File: src/rtl/lora_alert_pkg.sv
// Alert ids, LoRa byte codes and FSM state encoding
// shared by the alert scheduler and its pending latch.
package lora_alert_pkg;

   localparam logic [1:0] ID_NONE  = 2'b00;
   localparam logic [1:0] ID_SMOKE = 2'b01;
   localparam logic [1:0] ID_VIB   = 2'b10;
   localparam logic [1:0] ID_DOOR  = 2'b11;

   localparam logic [7:0] BYTE_SMOKE = 8'h01;
   localparam logic [7:0] BYTE_VIB   = 8'h02;
   localparam logic [7:0] BYTE_DOOR  = 8'h03;

   typedef enum logic [2:0] {
      S_IDLE,
      S_START,
      S_WAIT_BUSY,
      S_PLAYING,
      S_GAP
   } state_t;

   function automatic logic [2:0] id_mask(input logic [1:0] id);
      logic [2:0] m;
      case (id)
         ID_SMOKE: m = 3'b001;
         ID_VIB:   m = 3'b010;
         ID_DOOR:  m = 3'b100;
         default:  m = 3'b000;
      endcase
      return m;
   endfunction

   // Fixed priority: smoke > vibration > doorbell
   function automatic logic [1:0] pick(input logic [2:0] pend);
      logic [1:0] id;
      priority case (1'b1)
         pend[0]: id = ID_SMOKE;
         pend[1]: id = ID_VIB;
         pend[2]: id = ID_DOOR;
         default: id = ID_NONE;
      endcase
      return id;
   endfunction

endpackage

File: src/rtl/lora_alert_latch.sv
// Decodes LoRa alert bytes into pending bits;
// a set in the same cycle as a clear wins.
module lora_alert_latch
   import lora_alert_pkg::*;
(
   input  logic       clk,
   input  logic       rst,
   input  logic [7:0] rx_byte,
   input  logic       rx_valid,
   input  logic [2:0] clr,
   output logic [2:0] pending
);

   logic [2:0] set;

   always_comb begin
      set = 3'b000;
      if (rx_valid) begin
         case (rx_byte)
            BYTE_SMOKE: set = 3'b001;
            BYTE_VIB:   set = 3'b010;
            BYTE_DOOR:  set = 3'b100;
            default:    set = 3'b000;
         endcase
      end
   end

   always_ff @(posedge clk or posedge rst) begin
      if (rst)
         pending <= 3'b000;
      else
         pending <= (pending & ~clr) | set;
   end

endmodule

File: src/rtl/lora_alert_scheduler.sv
// Arbitrates pending LoRa alerts and sequences voice
// prompts with repeat gaps, timeout and acknowledge.
module lora_alert_scheduler
   import lora_alert_pkg::*;
#(
   parameter int GAP_CYCLES  = 50_000_000,
   parameter int BUSY_TO     = 1_000_000,
   parameter int MAX_REPEATS = 3
) (
   input  logic       clk,
   input  logic       rst,
   input  logic [7:0] rx_byte,
   input  logic       rx_valid,
   input  logic       ack,
   input  logic       play_busy,
   output logic       play_req,
   output logic [1:0] play_id,
   output logic       alert_active,
   output logic [2:0] pending
);

   localparam int GW = $clog2(GAP_CYCLES + 1);
   localparam int BW = $clog2(BUSY_TO + 1);
   localparam int RW = $clog2(MAX_REPEATS + 1);

   localparam logic [GW-1:0] GAP_LAST  = GW'(GAP_CYCLES - 1);
   localparam logic [GW-1:0] GAP_MAX   = GW'(GAP_CYCLES);
   localparam logic [BW-1:0] BUSY_LAST = BW'(BUSY_TO - 1);
   localparam logic [BW-1:0] BUSY_MAX  = BW'(BUSY_TO);
   localparam logic [RW-1:0] REP_MAX   = RW'(MAX_REPEATS);

   state_t        state;
   state_t        state_nxt;
   logic [1:0]    cur;
   logic [1:0]    sel;
   logic [RW-1:0] rep_cnt;
   logic [RW-1:0] rep_inc;
   logic [GW-1:0] gap_cnt;
   logic [BW-1:0] wait_cnt;
   logic [2:0]    clr;
   logic          gap_done;
   logic          ack_clr;
   logic          auto_clr;
   logic          latch;

   lora_alert_latch u_latch (
      .clk      (clk),
      .rst      (rst),
      .rx_byte  (rx_byte),
      .rx_valid (rx_valid),
      .clr      (clr),
      .pending  (pending)
   );

   assign sel      = pick(pending);
   assign latch    = (state == S_IDLE) && (pending != 3'b000);
   assign gap_done = (state == S_GAP) && (gap_cnt >= GAP_LAST);
   assign rep_inc  = (rep_cnt == REP_MAX) ? REP_MAX
                                          : rep_cnt + RW'(1);
   assign ack_clr  = ack && (state != S_IDLE);
   // Smoke keeps replaying until acknowledged
   assign auto_clr = gap_done && (rep_inc == REP_MAX)
                     && (cur != ID_SMOKE);
   assign clr      = (ack_clr || auto_clr) ? id_mask(cur) : 3'b000;

   always_ff @(posedge clk or posedge rst) begin
      if (rst)
         state <= S_IDLE;
      else
         state <= state_nxt;
   end

   always_comb begin
      state_nxt = state;
      unique case (state)
         S_IDLE:
            if (pending != 3'b000) state_nxt = S_START;
         S_START:
            state_nxt = S_WAIT_BUSY;
         S_WAIT_BUSY:
            if (play_busy)
               state_nxt = S_PLAYING;
            else if (wait_cnt >= BUSY_LAST)
               state_nxt = S_GAP;
         S_PLAYING:
            if (!play_busy) state_nxt = S_GAP;
         S_GAP:
            if (gap_done) state_nxt = S_IDLE;
         default:
            state_nxt = S_IDLE;
      endcase
   end

   always_comb begin
      play_req     = 1'b0;
      play_id      = ID_NONE;
      alert_active = 1'b0;
      if (state != S_IDLE) begin
         play_id      = cur;
         alert_active = 1'b1;
      end
      if (state == S_START) play_req = 1'b1;
   end

   // wait_cnt counts cycles since play_req; both timers saturate
   always_ff @(posedge clk or posedge rst) begin
      if (rst) begin
         cur      <= ID_NONE;
         rep_cnt  <= '0;
         gap_cnt  <= '0;
         wait_cnt <= '0;
      end else begin
         if (latch) cur <= sel;

         if (state == S_GAP) begin
            if (gap_cnt != GAP_MAX) gap_cnt <= gap_cnt + GW'(1);
         end else begin
            gap_cnt <= '0;
         end

         if (state == S_START || state == S_WAIT_BUSY) begin
            if (wait_cnt != BUSY_MAX) wait_cnt <= wait_cnt + BW'(1);
         end else begin
            wait_cnt <= '0;
         end

         if (ack_clr || auto_clr)
            rep_cnt <= '0;
         else if (latch && sel != cur)
            rep_cnt <= '0;
         else if (gap_done)
            rep_cnt <= rep_inc;
      end
   end

endmodule

File: config.mk
export PLATFORM = sky130hd
export DESIGN_NAME = lora_alert_scheduler
export DESIGN_NICKNAME = d
export VERILOG_FILES = /design/src/rtl/lora_alert_pkg.sv /design/src/rtl/lora_alert_latch.sv /design/src/rtl/lora_alert_scheduler.sv
export SDC_FILE = /design/constraint.sdc
export NUM_CORES = 1
export LEC_CHECK = 0
export ABC_AREA = 1
export CORE_AREA = 2 2 79 81
export CTS_CLUSTER_DIAMETER = 30
export DETAILED_ROUTE_END_ITERATION = 8
export DIE_AREA = 0 0 81 83
export PLACE_DENSITY = 0.84
export SETUP_SLACK_MARGIN = 0.15
export SLEW_MARGIN = 40
export SYNTH_ARGS = -nofsm -noshare
export SYNTH_HDL_FRONTEND = slang
export SYNTH_HIERARCHICAL = 1
export SYNTH_SLANG_ARGS = --single-unit
File: constraint.sdc
create_clock -name clk -period 1.92 [get_ports clk]
set_clock_uncertainty 0.15 [all_clocks]
set_input_delay 0.384 -clock clk [delete_from_list [all_inputs] [get_ports clk]]
set_output_delay 0.384 -clock clk [all_outputs]
set_load 0.02 [all_outputs]
### After elaboration in Yosys (flattened, before gate mapping)

Index checks and enable logic that the tools add are counted.

| operators by class | value |
|---|---|
| add/sub/neg operators | 3 |
| $lt $le $gt $ge | 2 |
| equal/unequal tests | 22 |
| multiplexer cells | 24 |
| bitwise operators | 3 |
| reductions and logical operators | 13 |

Operator list:

| operator | count |
|---|---|
| $mux W26 | 2 |
| $mux W20 | 2 |
| $add A26 B1 Y26 const B | 1 |
| $ge A26 B26 Y1 const B | 1 |
| $ne A26 B26 Y1 const B | 1 |
| $mux W3 | 7 |
| $add A20 B1 Y20 const B | 1 |
| $ge A20 B20 Y1 const B | 1 |
| $ne A20 B20 Y1 const B | 1 |
| $pmux W3 S3 | 2 |
| $eq A8 B2 Y1 const B | 2 |
| $mux W2 | 8 |
| $pmux W3 S5 | 1 |
| $reduce_bool A3 Y1 | 3 |
| $eq A2 B2 Y1 const B | 4 |
| $eq A8 B1 Y1 const B | 1 |
| $ne A2 B1 Y1 const B | 4 |
| $eq A3 B2 Y1 const B | 2 |
| $logic_and A1 B1 Y1 | 6 |
| $ne A2 B2 Y1 const B | 2 |
| $reduce_and A4 Y1 | 1 |
| $and A3 B3 Y3 | 1 |
| $eq A3 B1 Y1 const B | 1 |
| $eq A3 B3 Y1 const B | 1 |
| other kinds (9) | 11 |

| word-level totals | value |
|---|---|
| flip-flop bits (word level) | 56 |
| input bits | 13 |
| output and inout port bits | 7 |

### Logic depth before layout (Yosys ltp)

| logic depth | value |
|---|---|
| depth in word-level cells | 10 |
| depth in mapped cells | 14 |

### By module

The synthesis kept the hierarchy.

Modules (own cells, without submodules):

| module | times used | cells an instance | area an instance (um2) | seq. area each (um2) |
|---|---|---|---|---|
| lora_alert_scheduler | 1 | 443 | 3248.1 | 1326.3 |
| lora_alert_latch | 1 | 30 | 181.4 | 75.1 |

### Least setup slack after synthesis

Ideal clock, no wire load.

| timing | value |
|---|---|
| path kind | reg2reg |
| start | reg gap_cnt[0] |
| end | reg u_latch.pending[2] |
| arrival time | 1.508 ns |
| data required time | 1.654 ns |
| slack | 0.145 ns |
| cell stages (with the launch flop) | 15 |
| buffers on the path | 0 |
| clock period less this slack | 1.775 ns |
| cell sequence | dfrtp_1 -> ha_1 -> nand2_2 -> nor2_4 -> nand3_1 -> nand2_1 -> nand2_1 -> nand3_2 -> nand3_1 -> nand2_1 -> nand2_1 -> nor2_1 -> inv_1 -> nand2_1 -> nand2_1 |

| between the ends | value |
|---|---|
| word-level cells in the longest chain between the ends | 9 |

Ends and longest elaborated chain:

| element | RTL line | RTL |
|---|---|---|
| start: declaration | lora_alert_scheduler.sv:38 | `logic [GW-1:0] gap_cnt;` |
| start signal: assignment | lora_alert_scheduler.sv:116 | `if (gap_cnt != GAP_MAX) gap_cnt <= gap_cnt + GW'(1);` |
| $ge A26 B26 Y1 | lora_alert_scheduler.sv:57 | `assign gap_done = (state == S_GAP) && (gap_cnt >= GAP_LAST);` |
| $logic_and A1 B1 Y1 | lora_alert_scheduler.sv:57 |  |
| $logic_and A1 B1 Y1 | lora_alert_scheduler.sv:62 | `assign auto_clr = gap_done && (rep_inc == REP_MAX)` |
| $logic_and A1 B1 Y1 | lora_alert_scheduler.sv:63 | `&& (cur != ID_SMOKE);` |
| $logic_or A1 B1 Y1 | lora_alert_scheduler.sv:64 | `assign clr = (ack_clr \|\| auto_clr) ? id_mask(cur) : 3'b000;` |
| $mux W3 | lora_alert_scheduler.sv:64 |  |
| via clr[2] | lora_alert_scheduler.sv:40 | `logic [2:0] clr;` |
| $not A3 Y3 | lora_alert_latch.sv:32 | `pending <= (pending & ~clr) \| set;` |
| $and A3 B3 Y3 | lora_alert_latch.sv:32 |  |
| $or A3 B3 Y3 | lora_alert_latch.sv:32 |  |
| end signal: assignment | lora_alert_latch.sv:32 |  |
| end: declaration | lora_alert_latch.sv:11 | `output logic [2:0] pending` |

The timed path passes the listed nets, and every way through them passes these cells.
A chain may end at the register's enable or synchronous reset.

### Worst setup path in the final report

| timing | value |
|---|---|
| start | reg gap_cnt[24] |
| end | reg u_latch.pending[1] |

The elaborated chain is that of the path after synthesis.

==> results.toml <==
[sta]
rsz0062_at_grt = "true"
fmax_mhz = 506
slew_headroom_pct = 73.0
period_share_pct = 103
tightest_slew_ns = 0.405
hold_viol = 0
fin_crit_ns = 1.97
fin_tns_setup_ns = -0.0908
fin_ws_ns = -0.0543
setup_viol = 2
drv_slew = 0

[run_status]
violations = "setup timing"
status = "finished with violations"

[cells_and_area]
finalNetCount = 548
area_growth_pct = 25.2
drive_gt1_share_pct = 23.7
multiInputGateArea_um2 = 1910
register_area_um2 = 1410
antenna_cells = 0
fin_cells = 607
final_common_cell = "nand2_1"
nFillCells = 427
final_cell_mix = "nand2_1 (101), inv_1 (63), nor2_1 (53)"

[synth]
synthCells = 473
yosysTopAreaCellShare_pct = 40.9
synthFlopType = "dfrtp_1"
synth-seq-area-share_pct = 40.9
synth_compound_area_share_pct = 10.8
synth_area_um2 = 3430
synth_top_family_by_area = "simple AND/OR/NAND/NOR gates"
async_flop_share_pct = 100
synth_cell_types = 35
synthAdderAreaFrac_pct = 1.46
ys_warn_count = 6
synthSimpleGateAreaFrac_pct = 36.7
ys_ff_latch = 56
synth_edf_count = 0
ys_top_cells_by_area = "dfrtp_1 (41%), nand2_1 (12%), inv_1 (7.4%)"
syn_avg_cell_area_um2 = 7.25
yosys.area.top_type = "dfrtp_1"
synth_nets = 490
muxShareOfSynthArea_pct = 0
synth_xor_xnor_area_share_pct = 1.79

[power]
p_per_area_nw_per_um2 = 837
netSwitchingPower_w = 0.00131
p_seq_share_pct = 39.0
p_int_w = 0.00228
leakagePower_nw = 1.91
ir_worst_vdd_mv = 0.881
comb_power_share_pct = 37.0
power_frac_clock_pct = 24.0
swShare_pct = 36.5

[grt]
grt_max_degree = 26
grt_pass1_wl_um = 13100
antenna_found_initial = 0
grt_pass1_vias = 3134
grt.overflow.total = 0
grtUsageTotal_pct = 24.1

[clock_tree]
cts_buffers = 5
cts_tree = "built"
cts_sinks = 56
root_buffer = "clkbuf_8"
htreeDepth = 2
cts_buffer_depth = 2
path_clk_slew_ns = 0.10
insertion_delay_ns = 0.32

[drt]
drt_iter0_drc = 168
drt-total-wl_um = 8350
route.detailed.wl_per_inst_um = 13.8
drc = 0
routed_via_density = 5.54
dr.pass1.iters = 5
num_vias = 3360
ant_nets = 0

[setup_path]
endpoint_kind = "flop"
timing.rr.start = "gap_cnt[24]"
critPathLaunchType = "flop"
rrSetupSlack_ns = -0.05
startpoint = "gap_cnt[24]"
crit_fanout = 3
reg2reg_depth = 14
rr_endpoint = "u_latch/pending[1]"
cp.required_ns = 1.98
arrival_ns = 2.04
worstSetupPathType = "flop to flop"

[placement]
dp.cells = 580
place.gp.congestion = 0.881
hpwl_um = 5870
port_buffers = 19
preCtsSetupSlack_ns = 0.00866

[die]
core_area_um2 = 5820
ios = 20
placementRows = 28
die_w_um = 81
die_h_um = 83
die-area_um2 = 6720
start_util_pct = 59.0

[worst_hold_path]
hp-class = "primary input to asynchronous set/reset pin"

[job]
drv_cap = 0
per-stage QoR:
step                hold slack [ns]  power [W]  area (um^2)  util (%)
floorplan                   -0.0124    0.00207         3440         -
global placement              0.339    0.00241         3850      66.3
detailed placement            0.340    0.00247         3850      66.3
CTS                           0.170    0.00333         4020      69.0
global route                  0.177    0.00380         4290      73.8
finish                        0.164    0.00359         4290      73.8
power by group through the flow:
| stage | Sequential [W] | Combinational (W) | Clock (W) |
|---|---|---|---|
| floorplan | 0.00139 | 0.000676 | 0 |
| global placement | 0.00139 | 0.00102 | 0 |
| detailed placement | 0.00140 | 0.00107 | 0 |
| CTS | 0.00138 | 0.00109 | 0.000863 |
| global route | 0.00142 | 0.00146 | 0.000919 |
| finish | 0.00140 | 0.00133 | 0.000861 |
worst max-delay path, stage by stage (launching register included):
cell,delay [ns]
dfrtp_1,0.43
inv_1,0.14
nand2_1,0.09
nor2_2,0.20
nand2_2,0.11
nor2_4,0.14
nand2_2,0.08
nand3_2,0.08
nand3_2,0.08
nand2_2,0.10
nand2_2,0.06
nor2_1,0.08
inv_1,0.04
nand2_1,0.05
nand2_1,0.06
per-layer routing:
metal | track usage (%) | vias up | share of wire, %
li1 | - | 1654 | -
met1 | 29.5 | 1564 | 41
met2 | 42.4 | 113 | 53
met3 | 3.80 | 29 | 3.5
met4 | 8.17 | 0 | 2.7
met5 | 0 | - | 0
flip-flops by register name (all words and copies together) (netlist names):
signal           flops
gap_cnt             26
wait_cnt            20
state                3
u_latch/pending      3
cur                  2
rep_cnt              2
synth_stat cells, drive strengths merged, types with 2 or more instances:
library cell	number
xor2	5
o21a	2
ha	4
nor3	24
nand2	114
a22oi	2
buf	3
nor4	6
nor3b	2
nor2	73
a31oi	4
a21oi	30
o21ai	28
nand4	15
nand3	24
dfrtp	56
inv	73
xnor2	2
layout make-up:
type	instances	share of cell area, %
repair buffers	54	11.0
inverters	73	6.53
clock inverters	1	0.699
well taps	75	2.19
flip-flops and latches	56	32.8
multi-input cells	341	44.5
clock buffers	7	2.24
cell families (layout without fill, tap and decap cells):
kind of cell	count (synthesis)	in the layout
simple gates	261	261
fa+ha+maj	4	4
compound gates	69	69
xor+xnor	7	7
buf+inv	76	135
flops	56	56
how the worst max path moves through the flow:
stage | cells past startpoint | to | slack (ns)
after CTS | 5 | play_id[1] | 0.04
after floorplan | 14 | u_latch/pending[2] | 0.16
final | 14 | u_latch/pending[1] | -0.05
after detailed placement | 5 | play_id[1] | 0.009
after global placement | 5 | play_id[0] | 0.07
after global routing | 14 | u_latch/pending[1] | -0.16
repair_timing:
item	4_1_cts	5_1_grt
pin swaps	5	18
buffers inserted	3	16
endpoints found under the setup margin	16	37
resized for setup	29	50
hold buffers	0	0
hold endpoints to repair	0	0
Power figures use the tool's default switching activity.
